### src/rtl/seq_multiplier_if.sv
`default_nettype none
// ============================================================================
// Module      : seq_multiplier_if
// Description : Start/busy/done handshake bundle for the sequential multiplier.
// Revision    : 1.0 - initial release
// ============================================================================
interface seq_multiplier_if #(
    parameter int WIDTH = 32
);
    logic                 start;
    logic                 sign;
    logic                 flush;
    logic [WIDTH-1:0]     a;
    logic [WIDTH-1:0]     b;
    logic                 busy;
    logic                 done;
    logic [2*WIDTH-1:0]   z;

    modport master (
        output start, sign, flush, a, b,
        input  busy, done, z
    );

    modport slave (
        input  start, sign, flush, a, b,
        output busy, done, z
    );
endinterface
`default_nettype wire

### src/rtl/seq_multiplier.sv
`default_nettype none
// ============================================================================
// Module      : seq_multiplier
// Description : Iterative shift-add multiplier retiring BITS_PER_CYCLE bits per
//               clock, with start/busy/done handshake and flush.
// Revision    : 1.0 - initial release
// ============================================================================
module seq_multiplier #(
    parameter int WIDTH          = 32,
    parameter int BITS_PER_CYCLE = 1
) (
    input  wire logic        clk,
    input  wire logic        rst_n,
    seq_multiplier_if.slave  bus
);
    localparam int ITER = WIDTH / BITS_PER_CYCLE;
    localparam int CW   = $clog2(ITER + 1);

    typedef enum logic [1:0] {
        IDLE = 2'd0,
        RUN  = 2'd1,
        FIX  = 2'd2
    } state_t;

    state_t               state_q, state_d;
    logic [2*WIDTH-1:0]   a_sh_q, a_sh_d;
    logic [WIDTH-1:0]     mreg_q, mreg_d;
    logic [2*WIDTH-1:0]   acc_q, acc_d;
    logic [CW-1:0]        count_q, count_d;
    logic                 neg_q, neg_d;
    logic                 busy_q, busy_d;
    logic                 done_q, done_d;
    logic [2*WIDTH-1:0]   z_q, z_d;

    logic [WIDTH-1:0]          w_mag_a;
    logic [WIDTH-1:0]          w_mag_b;
    logic [BITS_PER_CYCLE-1:0] w_digit;
    logic [2*WIDTH-1:0]        w_partial;

    // -2^(WIDTH-1) negates onto itself, which is exactly its unsigned magnitude.
    assign w_mag_a   = (bus.sign && bus.a[WIDTH-1]) ? -bus.a : bus.a;
    assign w_mag_b   = (bus.sign && bus.b[WIDTH-1]) ? -bus.b : bus.b;
    assign w_digit   = mreg_q[BITS_PER_CYCLE-1:0];
    assign w_partial = a_sh_q * {{(2*WIDTH-BITS_PER_CYCLE){1'b0}}, w_digit};

    always_comb begin
        state_d = state_q;
        a_sh_d  = a_sh_q;
        mreg_d  = mreg_q;
        acc_d   = acc_q;
        count_d = count_q;
        neg_d   = neg_q;
        z_d     = z_q;
        busy_d  = (state_q == RUN) && !bus.flush;
        done_d  = (state_q == FIX) && !bus.flush;

        case (state_q)
            IDLE: begin
                if (bus.start && !bus.flush) begin
                    state_d = RUN;
                    a_sh_d  = {{WIDTH{1'b0}}, w_mag_a};
                    mreg_d  = w_mag_b;
                    neg_d   = bus.sign & (bus.a[WIDTH-1] ^ bus.b[WIDTH-1]);
                    acc_d   = '0;
                    count_d = CW'(ITER);
                end
            end
            RUN: begin
                if (bus.flush) begin
                    state_d = IDLE;
                end else begin
                    acc_d   = acc_q + w_partial;
                    a_sh_d  = a_sh_q << BITS_PER_CYCLE;
                    mreg_d  = mreg_q >> BITS_PER_CYCLE;
                    count_d = count_q - CW'(1);
                    if (count_q == CW'(1)) begin
                        state_d = FIX;
                    end
                end
            end
            FIX: begin
                state_d = IDLE;
                if (!bus.flush) begin
                    z_d = neg_q ? -acc_q : acc_q;
                end
            end
            default: begin
                state_d = IDLE;
            end
        endcase
    end

    always_ff @(posedge clk or negedge rst_n) begin
        if (!rst_n) begin
            state_q <= IDLE;
            a_sh_q  <= '0;
            mreg_q  <= '0;
            acc_q   <= '0;
            count_q <= '0;
            neg_q   <= 1'b0;
            busy_q  <= 1'b0;
            done_q  <= 1'b0;
            z_q     <= '0;
        end else begin
            state_q <= state_d;
            a_sh_q  <= a_sh_d;
            mreg_q  <= mreg_d;
            acc_q   <= acc_d;
            count_q <= count_d;
            neg_q   <= neg_d;
            busy_q  <= busy_d;
            done_q  <= done_d;
            z_q     <= z_d;
        end
    end

    assign bus.busy = busy_q;
    assign bus.done = done_q;
    assign bus.z    = z_q;
endmodule
`default_nettype wire

### src/flat_wrapper.sv
// flat-port wrapper written by rule: the top's interface ports become plain ports
module seq_multiplier_flat 
#(
    parameter int WIDTH          = 32,
    parameter int BITS_PER_CYCLE = 1
)
  (clk, rst_n, bus_start, bus_sign, bus_flush, bus_a, bus_b, bus_busy, bus_done, bus_z);
  seq_multiplier_if #(.WIDTH(WIDTH)) bus_i ();
  input  wire logic clk;
  input  wire logic rst_n;
  input wire logic [$bits(bus_i.start)-1:0] bus_start;
  input wire logic [$bits(bus_i.sign)-1:0] bus_sign;
  input wire logic [$bits(bus_i.flush)-1:0] bus_flush;
  input wire logic [$bits(bus_i.a)-1:0] bus_a;
  input wire logic [$bits(bus_i.b)-1:0] bus_b;
  output wire logic [$bits(bus_i.busy)-1:0] bus_busy;
  output wire logic [$bits(bus_i.done)-1:0] bus_done;
  output wire logic [$bits(bus_i.z)-1:0] bus_z;
  assign bus_i.start = bus_start;
  assign bus_i.sign = bus_sign;
  assign bus_i.flush = bus_flush;
  assign bus_i.a = bus_a;
  assign bus_i.b = bus_b;
  assign bus_busy = bus_i.busy;
  assign bus_done = bus_i.done;
  assign bus_z = bus_i.z;
  seq_multiplier #(.WIDTH(WIDTH), .BITS_PER_CYCLE(BITS_PER_CYCLE)) u_core (.clk(clk), .rst_n(rst_n), .bus(bus_i));
endmodule
### config.mk
export PLATFORM = sky130hd
export DESIGN_NAME = seq_multiplier_flat
export DESIGN_NICKNAME = d
export VERILOG_FILES = /design/src/rtl/seq_multiplier_if.sv /design/src/rtl/seq_multiplier.sv /design/src/flat_wrapper.sv
export SDC_FILE = /design/constraint.sdc
export NUM_CORES = 1
export LEC_CHECK = 0
export BUFFER_PORTS_ARGS = -buffer_cell sky130_fd_sc_hd__buf_2
export CAP_MARGIN = 10
export CORE_MARGIN = 4
export CORE_UTILIZATION = 55
export CTS_BUF_LIST = sky130_fd_sc_hd__clkbuf_4 sky130_fd_sc_hd__clkbuf_8 sky130_fd_sc_hd__clkbuf_16
export DETAILED_ROUTE_END_ITERATION = 10
export HOLD_SLACK_MARGIN = 0.08
export PLACE_DENSITY = 0.81
export SYNTH_ARGS = -nofsm -noshare
export SYNTH_HDL_FRONTEND = slang
export SYNTH_SLANG_ARGS = --single-unit
### constraint.sdc
create_clock -name clk -period 4 [get_ports clk]
set_input_delay 0.8 -clock clk [delete_from_list [all_inputs] [get_ports clk]]
set_output_delay 0.8 -clock clk [all_outputs]
set_load 0.1 [all_outputs]
After elaboration in Yosys (flattened, before gate mapping)
Index checks and enable logic that the tools add are counted.
- word-level logic and storage cells: 55
- output and inout bits: 66
- register bits: 235
- input bits: 69
- add/sub/neg operators: 5
- $mul: 1
- reductions and logical operators: 12
- muxes and demuxes: 19
- bitwise gates (word level): 3
- equality and inequality tests: 6
- operators with widths (kind ; count):
    64-bit two-way mux ; 5
    64-bit case mux with 2 select lines ; 2
    32-bit two-way mux ; 4
    64-bit adder ; 1
    64-bit by 1-bit multiplier with 64-bit output ; 1
    32-bit negator ; 2
    64-bit negator ; 1
    32-bit case mux with 2 select lines ; 1
    6-bit two-way mux ; 2
    6-bit case mux with 2 select lines ; 1
    6-bit by 1-bit equality test with 1-bit output (second input constant) ; 1
    2-bit two-way mux ; 3
    2-bit AND reduction ; 3
    6-bit by 1-bit subtractor with 6-bit output (second input constant) ; 1
    1-bit logical AND ; 5
    2-bit case mux with 2 select lines ; 1
    3-bit != test (second input constant) ; 1
    3-bit AND reduction ; 1
    2-bit by 1-bit equality test with 1-bit output (second input constant) ; 1
    2-bit equality test (second input constant) ; 1
    2-bit logical NOT ; 1
    2-bit by 1-bit != test with 1-bit output (second input constant) ; 1
    2-bit != test (second input constant) ; 1
    2-bit nonzero test ; 1
    other kinds (4) ; 4

Longest topological paths before layout
- depth after elaboration: 4
- gate-level depth with buffers: 17
- gate-level depth less buffers: 14

Worst setup path after synthesis
No wires, ideal clock.
- path kind: register to register
- from: register u_core.mreg_q[0]
- to: register u_core.acc_q[58]
- buffers on the path: 2
- path slack: 0.048 ns
- arrival time: 3.820 ns
- period minus slack after synthesis: 3.952 ns
- cell stages (with the launch flop): 17
- path through: dfrtp_1 clkbuf_1 clkbuf_1 and2_1 ha_1 inv_1 fa_1 and2b_1 o31a_1 o31ai_1 a2111oi_0 a31oi_1 o31ai_1 a31oi_1 nor4_1 a2bb2oi_1 o31ai_1
- word-level cells in the longest chain between the ends: 4
- ends and longest elaborated chain (item ; RTL line ; text):
    from (decl) ; seq_multiplier.sv:27 ; logic [WIDTH-1:0] mreg_q, mreg_d;
    from (signal assigned) ; seq_multiplier.sv:107 ; mreg_q <= mreg_d;
    64-bit by 1-bit multiplier with 64-bit output ; seq_multiplier.sv:44 ; assign w_partial = a_sh_q * {{(2*WIDTH-BITS_PER_CYCLE){1'b0}}, w_digit};
    64-bit adder ; seq_multiplier.sv:72 ; acc_d = acc_q + w_partial;
    64-bit two-way mux ; seq_multiplier.sv:69 ; if (bus.flush) begin
    64-bit case mux with 2 select lines ; seq_multiplier.sv:57 ; case (state_q)
    to (signal assigned) ; seq_multiplier.sv:98 ; acc_q <= '0;
    to (signal assigned) ; seq_multiplier.sv:108 ; acc_q <= acc_d;
    to (decl) ; seq_multiplier.sv:28 ; logic [2*WIDTH-1:0] acc_q, acc_d;
Every way passes these cells. The select of a mux whose other input is x is not followed.
A chain may end at the register's enable or synchronous reset.

Worst setup path after layout
- from: register u_core.mreg_q[0]
- to: register u_core.acc_q[61]
The elaborated chain is that of the path after synthesis.

==> reports/results.tsv <==
metric	value	unit
status	completed	
drt_first_pass_iters	5	
placed_cell_area	17000	sq um
placementRows	62	
power	9.86	mW
synth_area_leaders	dfrtp_1, o21ai_0, nand2_1	
hold_viol	0	
hp-class	input pin to async pin	
final_nets	2203	
insertedDiodeCount	0	
cp_slowest_cell	dfrtp_1	
fin_tns_setup	0	ps
grt_max_degree	95	
rsz0062_at_grt	false	
via_per_inst	5.91	
setup_viol	0	
synth_edf_count	0	
min_period	3780	ps
final_cell_area	18000	sq um
design.die.area	31800	sq um
synth_top_area_cell	dfrtp_1	
fin_crit_sh	94.6	%
fin_ws	218	ps
ys.warnings.count	0	
drt_iter0_drc	1087	
cts_root_buffer	clkbuf_16	
initial_core_util	55.6	%
die_h	178	um
die_w	178	um
clock-sinks	235	
synth_common_cells	nand2_1, o21ai_0, dfrtp_1, a21oi_1, nor2_1	
syn_inst	1985	
grt-ovfl-total	0	
powerDensity	549	nW/um^2
cts_hold_repair.buffers	0	
antenna_left	0	
worstMarginPinSlew	980	ps
hpwl	31400	um
relSlewSlack	34.7	%
max-clock-path-buffers	3	
wirelength	42200	um
worstPathRequired	4410	ps
area_delta_synth_final	12.5	%
dp.cells	2421	
drc	0	
avgSynthCellArea	8.05	sq um
htreeDepth	1	
core_area	28700	sq um
layout-drive-gt1-share	12.4	%
final_cells	2469	
start_kind	flop	
holdWs	268	ps
synth.most_common_cell	nand2_1	
crit_path_max_incr_delay	430	ps
ys_ff_latch	235	
io_pins	135	
cts_buffers	26	
gp_congestion	0.949	
power.leakage	8.63	nW
grt_usage	26.4	%
vdd_ir_drop_max	292	uV
synth_ff_type	dfrtp_1	
clock_latency	530	ps
netlist_area	16000	sq um
cp-end-kind	flop	
grt_pass1_wl	69800	um
synth.top_cell.area_share	36.8	%
fin_skew	11.9	ps
ys_seq_area_share	36.8	%
path_cells	buf_4, and2_1, ha_1, a21oi_1, o21ai_0, a31oi_1, o22ai_1, o21ai_0, nand2_1, a31oi_2, o31ai_1, buf_4, nor4b_1, or3_1	
cp_max_fo	19	
clk_pin_slew	60	ps
cts_tree	yes	
antenna_found_initial	0	
arrival	4190	ps
synth_fp_nets	2123	
post_drt_wl_per_cell	17.1	um
fill_cells	2495	
pre_cts_ws	-84.0	ps
crit_type	flop to flop	
yosysUniqueCellTypes	68	
vias	14600	
async_reset_ff_share	100	%
fmax	264	MHz
grt_pass1_vias	13800	
io_buffers	134	
post-route-util	62.6	%
report.final.slew_viol_count	0	
maxCapViolations	0	
==> routing by layer <==
layer | global-route usage [%] | routed length (um)
met5 | 0 | 0
met4 | 5.76 | 780
met3 | 4.07 | 3130
met2 | 40.6 | 18600
met1 | 39.5 | 19600
==> where the power goes <==
part / total, mW / internal [mW] / switching [mW] / leakage (nW)
registers: 3.42 / 2.85 / 0.567 / 3.14
clock network: 2.52 / 1.54 / 0.978 / 0.461
logic: 3.92 / 1.35 / 2.57 / 5.03
==> layout by cell type, fill, tap and decap left out, drive strengths merged, types with 49 or more instances in the layout <==
master,Yosys,routed
a21oi,162,162
ha,68,68
o21ai,258,258
buf,10,174
nand3,58,58
a21o,49,49
and2,76,76
xnor2,59,59
nor2,130,130
nand2,338,338
xor2,115,115
dfrtp,235,235
==> flip-flops by register name, summed over array words and instances, names as in the netlist <==
name and count:
u_core.bus.busy 1, u_core.bus.done 1, u_core.acc_q 64, u_core.state_q 2
u_core.a_sh_q 64, u_core.count_q 6, u_core.bus.z 64, u_core.mreg_q 32
u_core.neg_q 1
==> what timing repair did <==
item,CTS,global route
endpoints found under the setup margin,4,10
gates cloned,0,0
pin swaps,0,1
gates resized for setup,1,9
setup buffers,0,0
==> final timing paths <==
| kind | start | endpoint | slack, ps | cells after the start |
|---|---|---|---|---|
| max in group asynchronous | rst_n | u_core.mreg_q[4] | 2720 | 2 |
| min in group clk | u_core.bus.z[16] | u_core.bus.z[16] | 470 | 2 |
| worst min-delay path | rst_n | u_core.bus.z[50] | 270 | 1 |
| worst min register to register | u_core.bus.z[16] | u_core.bus.z[16] | 470 | 2 |
| worst max register to register | u_core.mreg_q[0] | u_core.acc_q[61] | 220 | 14 |
| worst max-delay path | u_core.mreg_q[0] | u_core.acc_q[61] | 220 | 14 |
==> layout make-up <==
cell class / instances / area [sq um] / share of cell area, %
multi-input combinational: 1598 / 9580 / 53.3
inverter: 30 / 113 / 0.627
tap: 384 / 480 / 2.67
timing repair buffer: 174 / 993 / 5.53
sequential: 235 / 5880 / 32.7
clock buffer: 40 / 823 / 4.58
clock inverter: 8 / 96.3 / 0.536
==> kinds of logic (layout without fill, tap and decap cells) <==
group	Yosys count	after routing	share of synthesized area [%]
flip-flops	235	235	36.8
adder cells (fa/ha/maj)	69	69	5.45
buffers and inverters	152	252	3.67
XOR/XNOR	174	174	9.54
multiplexers	2	2	0.125
AND/OR/NAND/NOR	751	751	22.1
AO/OA/AOI/OAI	602	602	22.2
==> critical path, delay by kind of cell, from the launching register on <==
kind / cells / cell delay (ps)
flops: 1 / 430
compound gates: 7 / 1560
buf+inv: 2 / 370
simple gates: 4 / 910
fa+ha+maj: 1 / 380
No activity file was read; power rests on OpenSTA's default activity.
